==> src/rtl/keypad_scan.sv <==
// 4x4 matrix keypad scanner: column strobe, row sampling, frame debounce,
// host-readable key bitmap with sticky press/release events and irq.
module keypad_scan #(
  parameter int SCAN_LIMIT      = 125000,
  parameter int DEBOUNCE_FRAMES = 4
) (
  input  logic        clk,
  input  logic        rst,
  output logic [3:0]  o_col,
  input  logic [3:0]  i_row,
  input  logic [5:0]  i_addr,
  input  logic        i_oe,
  output logic [15:0] o_data,
  output logic        o_irq
);
  localparam int TW = $clog2(SCAN_LIMIT);
  localparam int SW = $clog2(DEBOUNCE_FRAMES);
  localparam logic [TW-1:0] TICK_LAST  = TW'(SCAN_LIMIT - 1);
  localparam logic [SW-1:0] STABLE_MAX = SW'(DEBOUNCE_FRAMES - 1);

  logic [3:0]    r_row_s1, r_row_s2;
  logic [TW-1:0] r_tick;
  logic [1:0]    r_col;
  logic [3:0]    r_col_drv;
  logic [15:0]   r_frame, r_prev, r_key, r_press, r_rel, r_data;
  logic [SW-1:0] r_stable;
  logic          r_irq;

  logic [3:0]    w_rows_p;
  logic          w_tick_end, w_frame_end, w_match, w_key_upd;
  logic          w_rd_press, w_rd_rel;
  logic [1:0]    w_col_nxt;
  logic [15:0]   w_frame_full, w_press_set, w_rel_set, w_rd_data;
  logic [SW-1:0] w_stable_nxt;

  assign w_rows_p     = ~r_row_s2;
  assign w_tick_end   = (r_tick == TICK_LAST);
  assign w_frame_end  = w_tick_end && (r_col == 2'd3);
  assign w_col_nxt    = r_col + 2'd1;
  // the column-3 slice is still in flight at frame end, so splice it in here
  assign w_frame_full = {w_rows_p, r_frame[11:0]};
  assign w_match      = (w_frame_full == r_prev);

  always_comb begin
    w_stable_nxt = r_stable;
    if (!w_match)
      w_stable_nxt = '0;
    else if (r_stable != STABLE_MAX)
      w_stable_nxt = r_stable + 1'b1;
  end

  assign w_key_upd   = w_frame_end && (w_stable_nxt == STABLE_MAX) && (r_key != w_frame_full);
  assign w_press_set = w_key_upd ? (w_frame_full & ~r_key) : 16'h0000;
  assign w_rel_set   = w_key_upd ? (r_key & ~w_frame_full) : 16'h0000;
  assign w_rd_press  = i_oe && (i_addr == 6'd1);
  assign w_rd_rel    = i_oe && (i_addr == 6'd2);

  always_comb begin
    w_rd_data = 16'h0000;
    if (i_addr[5:2] == 4'd0) begin
      case (i_addr[1:0])
        2'd0:    w_rd_data = r_key;
        2'd1:    w_rd_data = r_press;
        2'd2:    w_rd_data = r_rel;
        default: w_rd_data = {10'b0, 4'(r_stable), r_col};
      endcase
    end
  end

  always_ff @(posedge clk or posedge rst) begin
    if (rst) begin
      r_row_s1  <= 4'hF;
      r_row_s2  <= 4'hF;
      r_tick    <= '0;
      r_col     <= 2'd0;
      r_col_drv <= 4'b1110;
      r_frame   <= 16'h0000;
      r_prev    <= 16'h0000;
      r_stable  <= '0;
      r_key     <= 16'h0000;
      r_press   <= 16'h0000;
      r_rel     <= 16'h0000;
      r_irq     <= 1'b0;
      r_data    <= 16'h0000;
    end else begin
      r_row_s1 <= i_row;
      r_row_s2 <= r_row_s1;
      if (w_tick_end) begin
        r_tick                         <= '0;
        r_frame[{r_col, 2'b00} +: 4]   <= w_rows_p;
        r_col                          <= w_col_nxt;
        r_col_drv                      <= ~(4'b0001 << w_col_nxt);
      end else begin
        r_tick <= r_tick + 1'b1;
      end
      if (w_frame_end) begin
        r_stable <= w_stable_nxt;
        r_prev   <= w_frame_full;
      end
      if (w_key_upd)
        r_key <= w_frame_full;
      // a new event on the clearing edge survives the clear
      r_press <= (w_rd_press ? 16'h0000 : r_press) | w_press_set;
      r_rel   <= (w_rd_rel   ? 16'h0000 : r_rel)   | w_rel_set;
      r_irq   <= (|r_press) | (|r_rel);
      if (i_oe)
        r_data <= w_rd_data;
    end
  end

  assign o_col  = r_col_drv;
  assign o_data = r_data;
  assign o_irq  = r_irq;

endmodule

==> config.mk <==
export PLATFORM = sky130hd
export DESIGN_NAME = keypad_scan
export DESIGN_NICKNAME = d
export VERILOG_FILES = /design/src/rtl/keypad_scan.sv
export SDC_FILE = /design/constraint.sdc
export NUM_CORES = 1
export LEC_CHECK = 0
export BUFFER_PORTS_ARGS = -buffer_cell sky130_fd_sc_hd__buf_2
export CAP_MARGIN = 20
export CORE_MARGIN = 5
export CORE_UTILIZATION = 31
export DETAILED_ROUTE_END_ITERATION = 10
export SLEW_MARGIN = 10
export SYNTH_ARGS = -nofsm -noshare
export SYNTH_HDL_FRONTEND = slang
export SYNTH_SLANG_ARGS = --single-unit
==> constraint.sdc <==
create_clock -name clk -period 6.02 [get_ports clk]
set_clock_uncertainty 0.15 [all_clocks]
set_input_delay 0.301 -clock clk [delete_from_list [all_inputs] [get_ports clk]]
set_output_delay 0.301 -clock clk [all_outputs]
set_load 0.03 [all_outputs]
==> impl_metrics.env, run 1 <==
export IMPL_via_per_inst=4.74
export IMPL_die_area_um2=22100
export IMPL_holdPathStages=2
export IMPL_cts_made_buffers=17
export IMPL_grt_max_degree=66
export IMPL_maxSlewHeadroom_pct=32.7
export IMPL_min_period_ns=2.93
export IMPL_synth_seq_cells=126
export IMPL_synth_top_cells_by_count="dfrtp_1 (115), inv_1 (58), ha_1 (38), nor2_1 (38), a22o_1 (32)"
export IMPL_drive_gt1_share_pct=17.5
export IMPL_finalSetupViolCount=0
export IMPL_grt_setup_unrepaired="false"
export IMPL_hold_viol=0
export IMPL_routed_wl_um=13200
export IMPL_status="complete, no violations"
export IMPL_whs_endpoint="o_data[11]"
export IMPL_synthSimpleGateAreaFrac_pct=10.6
export IMPL_place_gp_congestion=0.809
export IMPL_rows=50
export IMPL_grtUsageTotal_pct=12.8
export IMPL_wl_per_cell_um=15.8
export IMPL_synth_top_area_share_pct=48.2
export IMPL_cts_path_max_buffers=2
export IMPL_synth_most_common_cell="dfrtp_1"
export IMPL_clock_sinks=126
export IMPL_peakVddDrop_uv=120
export IMPL_final_nets=616
export IMPL_die_w_um=149
export IMPL_post_route_drc_count=0
export IMPL_synth_top_family_by_area="simple AND/OR/NAND/NOR gates"
export IMPL_power_density_nw_per_um2=274
export IMPL_post_route_period_util_pct=48.7
export IMPL_p_leak_nw=3.27
export IMPL_hold_ws_ns=0.176
export IMPL_portBuffers=33
export IMPL_yosysUniqueCellTypes=36
export IMPL_drtIter0Drc=301
export IMPL_reg2reg_to="r_key[10]"
export IMPL_grt_pass1_vias=4199
export IMPL_startpoint_type="flop"
export IMPL_dp_hpwl_um=9170
export IMPL_antenna_left=0
export IMPL_drv_cap=0
export IMPL_grt_antenna_before_repair=0
export IMPL_drtPass1Iterations=4
export IMPL_ctsHoldBuffers=5
export IMPL_ys_seq_area_share_pct=53.0
export IMPL_r2r_start="r_tick[0]"
export IMPL_synth_edf_count=0
export IMPL_cp_arrival_ns=3.12
export IMPL_tightest_slew_ns=1.01
export IMPL_syn_inst=529
export IMPL_cts_tree="yes"
export IMPL_antenna_cells=0
export IMPL_slew_violations=0
export IMPL_critPathKind="reg -> reg"
export IMPL_hold_class="in -> reg"
export IMPL_fp_dieH_um=149
export IMPL_vias=3972
export IMPL_cts_root_buf="clkbuf_16"
export IMPL_hp_start="i_oe"
export IMPL_io_pins=34
export IMPL_crit_fanout=48
export IMPL_cp_required_ns=6.20
export IMPL_htreeDepth=4
export IMPL_end_kind="flop"
export IMPL_syn_to_final_growth_pct=17.3
export IMPL_final_cells=838
export IMPL_r2r_slack_ns=3.09
export IMPL_clock_latency_ns=0.42
export IMPL_ys_flop_type="dfrtp_1"
export IMPL_cts_setup_buffers=0
export IMPL_rr_worst_depth=7
export IMPL_avgSynthCellArea_um2=11.3
export IMPL_synth_xor_area_share_pct=4.69
export IMPL_start_util_pct=31.7
export IMPL_synthAdderAreaFrac_pct=7.96
export IMPL_cts_resized=0
export IMPL_max_freq_mhz=341
export IMPL_synthArstFlopShare_pct=100
export IMPL_grt_pass1_wl_um=22200
export IMPL_grt_overflow=0
export IMPL_synthTopCellsByArea="dfrtp_1 (48%), ha_1 (8.0%), dfstp_2 (4.8%)"
export IMPL_core_um2=18800
export IMPL_syn_num_nets=580
export IMPL_path_clk_slew_ns=0.06
export IMPL_synth_area_um2=5970
export IMPL_synth_area_mux_share_pct=8.65
export IMPL_yosys_area_top_type="dfrtp_1"
export IMPL_numPlacedInstances=801
export IMPL_fin_tns_setup_ns=0
export IMPL_synth_compound_area_share_pct=9.34
export IMPL_yosys_warnings=0
## layer usage
metal	routed length, µm	GRT usage [%]	vias up
met5	0	0	-
met4	233	4.71	0
met3	566	3.52	19
met2	6150	19.9	72
met1	6250	17.1	1985
li1	-	-	1896
## kinds of logic (layout without fill, tap and decap cells)
| kind of cell | after synthesis | in the layout |
|---|---|---|
| muxes | 45 | 45 |
| adders and majority gates | 38 | 38 |
| DFF | 126 | 126 |
| xor gates and xnor gates | 32 | 32 |
| AOI/OAI and AO/OA | 83 | 83 |
| and+or+nand+nor | 123 | 123 |
| buffers and inverters | 82 | 131 |
## state kept, by name, summed over array words and instances (netlist names)
register and cells:
o_col 4, o_data 16, o_irq 1, r_col 2
r_frame 12, r_key 16, r_press 16, r_prev 16
r_rel 16, r_row_s1 4, r_row_s2 4, r_stable 2
r_tick 17
## per-stage QoR
step / total power, mW / setup WS, ns / utilization, % / cell area (µm²)
floorplan: 0.899 / 2.23 / - / 5970
global placement: 0.915 / 3.16 / 33.8 / 6370
detailed placement: 0.917 / 3.10 / 33.8 / 6370
CTS: 1.94 / 3.07 / 37.2 / 7010
global route: 1.98 / 2.76 / 37.2 / 7010
finish: 1.92 / 3.09 / 37.2 / 7010
## final cells by class
class	instances	area, µm²
fill	1825	11800
clock inverter	11	115
sequential	126	3170
timing repair buffer	41	238
tap	260	325
clock buffer	21	470
inverter	58	220
multi-input combinational	321	2470
## power breakdown
part	internal [mW]	total (mW)	switching [mW]	leakage (nW)
Clock	0.637	1.01	0.377	0.281
Combinational	0.0125	0.0451	0.0326	1.28
Sequential	0.853	0.857	0.00479	1.71
Total	1.50	1.92	0.414	3.27
## worst max-delay path by stage
stage,from,endpoint,slack (ns),depth (start not counted)
6_report,r_tick[0],r_key[10],3.09,7
5_1_grt,r_tick[0],r_key[11],2.76,7
4_1_cts,r_tick[0],r_key[13],3.07,7
3_5_place_dp,r_tick[0],r_key[13],3.10,7
3_3_place_gp,r_tick[0],r_key[14],3.16,7
2_1_floorplan,rst,o_col[0],2.23,1
## cells in the final DEF, fill, tap and decap left out, drive strengths merged, types with 21 or more instances in the layout
master,netlist,final
dfrtp,115,115
inv,58,58
nor2,38,38
ha,38,38
buf,10,36
a22o,32,32
mux2i,28,28
nand2,27,27
xor2,22,22
o21ai,21,21
clkbuf,14,21
## worst max-delay path, stage by stage, from the launching register on
cell      delay, ns
dfrtp_1        0.41
ha_1           0.24
nor4bb_1       0.19
and4b_1        0.26
nand3_2        0.48
nor4_4         0.30
buf_4          0.53
mux2i_1        0.26
Power figures use the tool's default switching activity.
==> run 2, diff against run 1 <==
==> constraint.sdc (replaced) <==
create_clock -name clk -period 2.9 [get_ports clk]
set_clock_uncertainty 0.15 [all_clocks]
set_input_delay 0.145 -clock clk [delete_from_list [all_inputs] [get_ports clk]]
set_output_delay 0.145 -clock clk [all_outputs]
set_load 0.03 [all_outputs]
==> run 2 against run 1 <==
Via count grew 1.7%; register-to-register slack lost 2.9 ns; total power grew 120%; worst setup slack lost 2.9 ns; non-clock buffer count grew 5; routed wire length shrank 0.91%; clock power grew 130%; first-iteration DRC count grew 16%; largest power group unchanged; worst hold slack lost 0.17 ns; sequential share of layout area shrank 0.98 points; maximum frequency grew 6.9%.
==> impl_metrics.env, run 2 (synthesis gave the netlist of run 1 again) <==
export IMPL_status="complete, no violations"
export IMPL_routed_wl_um=13100
export IMPL_drtIter0Drc=348
export IMPL_finalSetupViolCount=0
export IMPL_holdPathStages=2
export IMPL_rr_worst_depth=7
export IMPL_fin_util_pct=38.0
export IMPL_grt_max_degree=52
export IMPL_hold_viol=0
export IMPL_r2r_start="r_row_s2[0]"
export IMPL_r2r_slack_ns=0.16
export IMPL_core_um2=18800
export IMPL_hold_class="in -> reg"
export IMPL_fin_tns_setup_ns=0
export IMPL_use_met3_pct=3.25
export IMPL_hold_ws_ns=0.0110
export IMPL_grtUsageTotal_pct=12.4
export IMPL_largest_reg_flops=17
export IMPL_critPathSlowestCell="dfstp_2"
export IMPL_tightest_slew_ns=0.958
export IMPL_final_nets=621
export IMPL_cp_arrival_ns=2.89
export IMPL_power_density_nw_per_um2=593
export IMPL_antenna_left=0
export IMPL_htreeDepth=4
export IMPL_die_w_um=149
export IMPL_cp_required_ns=3.05
export IMPL_final_cell_mix="dfrtp_1 (115), inv_1 (57), nor2_1 (38), ha_1 (38), buf_2 (33)"
export IMPL_grt_pass1_wl_um=21700
export IMPL_die_area_um2=22100
export IMPL_cpPeakStageDelay_ns=0.64
export IMPL_io_pins=34
export IMPL_clock_sinks=126
export IMPL_p_leak_nw=3.33
export IMPL_dp_hpwl_um=9380
export IMPL_grt_pass1_vias=4143
export IMPL_antenna_cells=0
export IMPL_critPathKind="reg -> reg"
export IMPL_path_cells="inv_1 -> ha_1 -> nand4_1 -> nor4_1 -> nor4_4 -> buf_12 -> a22o_1"
export IMPL_min_period_ns=2.74
export IMPL_drtPass1Iterations=4
export IMPL_post_route_drc_count=0
export IMPL_final_common_cell="dfrtp_1"
export IMPL_cts_resized=0
export IMPL_use_met1_pct=16.9
export IMPL_grt_overflow=0
export IMPL_cts_root_buf="clkbuf_16"
export IMPL_cts_tree="yes"
export IMPL_fp_dieH_um=149
export IMPL_grt_busiest_layer="met2"
export IMPL_crit_fanout=45
export IMPL_vias=4040
export IMPL_portBuffers=33
export IMPL_via_per_inst=4.79
export IMPL_drive_gt1_share_pct=18.2
export IMPL_path_clk_slew_ns=0.06
export IMPL_max_freq_mhz=364
export IMPL_end_kind="flop"
export IMPL_grt_setup_unrepaired="false"
export IMPL_power_mw=4.25
export IMPL_grt_antenna_before_repair=0
export IMPL_clock_latency_ns=0.42
export IMPL_place_gp_congestion=0.783
export IMPL_peakVddDrop_uv=277
export IMPL_regMostFlops="r_tick"
export IMPL_startpoint_type="flop"
export IMPL_start_util_pct=31.7
export IMPL_post_route_period_util_pct=94.6
export IMPL_reg2reg_to="r_press[10]"
export IMPL_rows=50
export IMPL_wl_per_cell_um=15.5
export IMPL_cp_endpoint="r_press[10]"
export IMPL_drv_cap=0
export IMPL_fillers=1817
export IMPL_maxSlewHeadroom_pct=36.0
export IMPL_cts_path_max_buffers=2
export IMPL_met2_usage_pct=19.2
export IMPL_cp_startpoint="r_row_s2[0]"
export IMPL_cts_made_buffers=17
export IMPL_slew_violations=0
export IMPL_syn_to_final_growth_pct=19.9
run 2: stage by stage:
| step | cell area (µm²) | std cells | setup slack, ns |
|---|---|---|---|
| final | 7160 | 843 | 0.155 |
| after global routing | 7160 | 843 | 0.0781 |
| after CTS | 7160 | 843 | 0.137 |
| after detailed placement | 6450 | 806 | 0.154 |
| after global placement | 6450 | 806 | 0.144 |
| after floorplan | 5980 | 529 | 0.660 |
run 2: area by class of cell:
| class | count | area [µm²] | area share (%) |
|---|---|---|---|
| flip-flops and latches | 126 | 3170 | 44.2 |
| multi-input cells | 321 | 2470 | 34.5 |
| clock buffers | 20 | 457 | 6.38 |
| well taps | 260 | 325 | 4.54 |
| repair buffers | 46 | 313 | 4.37 |
| inverters | 58 | 221 | 3.09 |
| clock inverters | 12 | 208 | 2.90 |
run 2: how the worst min path moves through the flow:
stage,start,end,slack (ns)
after floorplan,i_row[0],r_row_s1[0],-0.0005
after global placement,i_row[2],r_row_s1[2],0.10
after detailed placement,i_row[2],r_row_s1[2],0.10
after CTS,i_oe,o_data[8],0.003
after global routing,i_oe,o_data[8],0.03
final,i_oe,o_data[8],0.01
run 2: what timing repair did:
item / 4_1_cts / 5_1_grt
endpoints found under the hold margin: 39 / 0
hold buffers: 5 / 0
buffers inserted: 0 / 0
run 2: layer usage:
metal  wire length [µm]  vias to the layer above
met2               6100                       99
met4                188                        0
met1               6150                     2011
li1                   -                     1910
met5                  0                        -
met3                642                       20
run 2: power by group:
part           leakage [nW]  switching, mW  internal (mW)
registers              1.71        0.00974           1.77
clock network         0.313          0.795           1.58
logic                  1.31         0.0669         0.0310
total                  3.33          0.871           3.38
run 2: worst max-delay path: cells and delay by family, from the launching register on:
| family | cells | cell delay (ns) |
|---|---|---|
| buffers and inverters | 2 | 0.36 |
| adder cells (fa/ha/maj) | 1 | 0.31 |
| flip-flops | 1 | 0.64 |
| AO/OA/AOI/OAI | 1 | 0.26 |
| AND/OR/NAND/NOR | 3 | 0.88 |
==> run 3, diff against run 2 <==
--- a/config.mk
+++ b/config.mk
@@ -10,6 +10,7 @@
 export CORE_MARGIN = 5
 export CORE_UTILIZATION = 31
 export DETAILED_ROUTE_END_ITERATION = 10
+export HOLD_SLACK_MARGIN = 0.02
 export SLEW_MARGIN = 10
 export SYNTH_ARGS = -nofsm -noshare
 export SYNTH_HDL_FRONTEND = slang
==> constraint.sdc (replaced) <==
create_clock -name clk -period 3.1 [get_ports clk]
set_clock_uncertainty 0.15 [all_clocks]
set_input_delay 0.155 -clock clk [delete_from_list [all_inputs] [get_ports clk]]
set_output_delay 0.155 -clock clk [all_outputs]
set_load 0.03 [all_outputs]
==> run 3 against run 2 <==
Total power fell by 9.6%; final cell count up 0.12%; maximum frequency up 9.4%; clock-buffer cell count up 1; first-iteration DRC count fell by 7.5%; largest power group unchanged; worst setup slack improved by 0.43 ns.
==> impl_metrics.env, run 3 (synthesis gave the netlist of run 1 again) <==
export IMPL_status="complete, no violations"
export IMPL_rr_worst_depth=7
export IMPL_io_pins=34
export IMPL_place_area_um2=6420
export IMPL_min_period_ns=2.51
export IMPL_hold_class="in -> reg"
export IMPL_place_gp_congestion=0.839
export IMPL_cts_made_buffers=17
export IMPL_path_clk_slew_ns=0.06
export IMPL_fillers=1834
export IMPL_slew_violations=0
export IMPL_cp_arrival_ns=2.66
export IMPL_rows=50
export IMPL_grt_max_degree=50
export IMPL_r2r_slack_ns=0.59
export IMPL_dp_hpwl_um=9600
export IMPL_final_nets=622
export IMPL_cp_required_ns=3.25
export IMPL_largest_reg_flops=17
export IMPL_routed_wl_um=13400
export IMPL_drive_gt1_share_pct=18.0
export IMPL_finalSetupViolCount=0
export IMPL_post_route_drc_count=0
export IMPL_fin_tns_setup_ns=0
export IMPL_grt_overflow=0
export IMPL_peakVddDrop_uv=293
export IMPL_via_per_inst=4.76
export IMPL_die_w_um=149
export IMPL_hold_ws_ns=0.140
export IMPL_cts_root_buf="clkbuf_16"
export IMPL_syn_to_final_growth_pct=19.0
export IMPL_hp_start="i_addr[2]"
export IMPL_wl_per_cell_um=15.9
export IMPL_drtPass1Iterations=4
export IMPL_drtIter0Drc=322
export IMPL_core_um2=18800
export IMPL_power_density_nw_per_um2=541
export IMPL_startpoint_type="flop"
export IMPL_hold_viol=0
export IMPL_grtUsageTotal_pct=12.9
export IMPL_vias=4019
export IMPL_post_route_period_util_pct=81.0
export IMPL_maxSlewHeadroom_pct=38.1
export IMPL_power_mw=3.84
export IMPL_p_leak_nw=3.32
export IMPL_antenna_left=0
export IMPL_final_common_cell="dfrtp_1"
export IMPL_regMostFlops="r_tick"
export IMPL_portBuffers=33
export IMPL_reg2reg_to="r_rel[4]"
export IMPL_max_freq_mhz=398
export IMPL_ctsHoldBuffers=6
export IMPL_start_util_pct=31.7
export IMPL_final_cell_area_um2=7110
export IMPL_fp_dieH_um=149
export IMPL_critPathKind="reg -> reg"
export IMPL_antenna_cells=0
export IMPL_crit_fanout=48
export IMPL_grt_pass1_vias=4223
export IMPL_clock_sinks=126
export IMPL_grt_pass1_wl_um=22500
export IMPL_r2r_start="r_row_s2[0]"
export IMPL_clock_latency_ns=0.42
export IMPL_cts_tree="yes"
export IMPL_grt_setup_unrepaired="false"
export IMPL_tightest_slew_ns=0.926
export IMPL_htreeDepth=4
export IMPL_whs_endpoint="o_data[12]"
export IMPL_cts_resized=0
export IMPL_cts_path_max_buffers=2
export IMPL_holdPathStages=5
export IMPL_cts_setup_buffers=0
export IMPL_end_kind="flop"
export IMPL_final_cell_mix="dfrtp_1 (115), inv_1 (57), nor2_1 (38), ha_1 (38), buf_2 (33)"
export IMPL_die_area_um2=22100
export IMPL_grt_antenna_before_repair=0
export IMPL_drv_cap=0
run 3: report_power, final:
part / switching (mW) / total [mW] / internal, mW
sequential: 0.00883 / 1.67 / 1.66
clock: 0.706 / 2.09 / 1.38
combinational: 0.0634 / 0.0904 / 0.0270
total: 0.778 / 3.84 / 3.06
run 3: worst max-delay path, stage by stage (launching register included):
cell	delay [ns]
dfstp_2	0.64
inv_1	0.12
ha_1	0.30
nand4_1	0.11
nor4_1	0.48
nor4_4	0.11
buf_12	0.22
a22o_1	0.26
run 3: area by class of cell:
class	instances	area [µm²]	area share, %
flip-flops and latches	126	3170	44.6
repair buffers	47	298	4.19
multi-input cells	321	2470	34.8
inverters	58	221	3.12
clock buffers	21	460	6.48
well taps	260	325	4.58
clock inverters	11	164	2.31
run 3: through the flow:
stage / util (%) / std cells / setup WS (ns)
after floorplan: - / 529 / 0.860
after global placement: 34.1 / 806 / 0.608
after detailed placement: 34.1 / 806 / 0.589
after CTS: 37.7 / 844 / 0.577
after global routing: 37.7 / 844 / 0.426
final: 37.7 / 844 / 0.590
run 3: layer usage:
layer  vias to the layer above  GRT usage, %  share of wire, %
li1                       1907             -                 -
met2                        74          20.4                47
met4                         0          5.17               1.9
met1                      2016          16.8                47
met3                        22          3.49               4.0
met5                         -             0                 0
run 3: worst max-delay path by stage:
stage                     start           to  slack, ns  cells past startpoint
floorplan           r_row_s2[1]    r_rel[11]       0.86                      9
global placement    r_row_s2[0]   r_press[4]       0.61                      7
detailed placement  r_row_s2[0]  r_press[15]       0.59                      7
CTS                 r_row_s2[0]  r_press[15]       0.58                      7
global route          r_tick[0]  r_frame[10]       0.43                      7
finish              r_row_s2[0]     r_rel[4]       0.59                      7
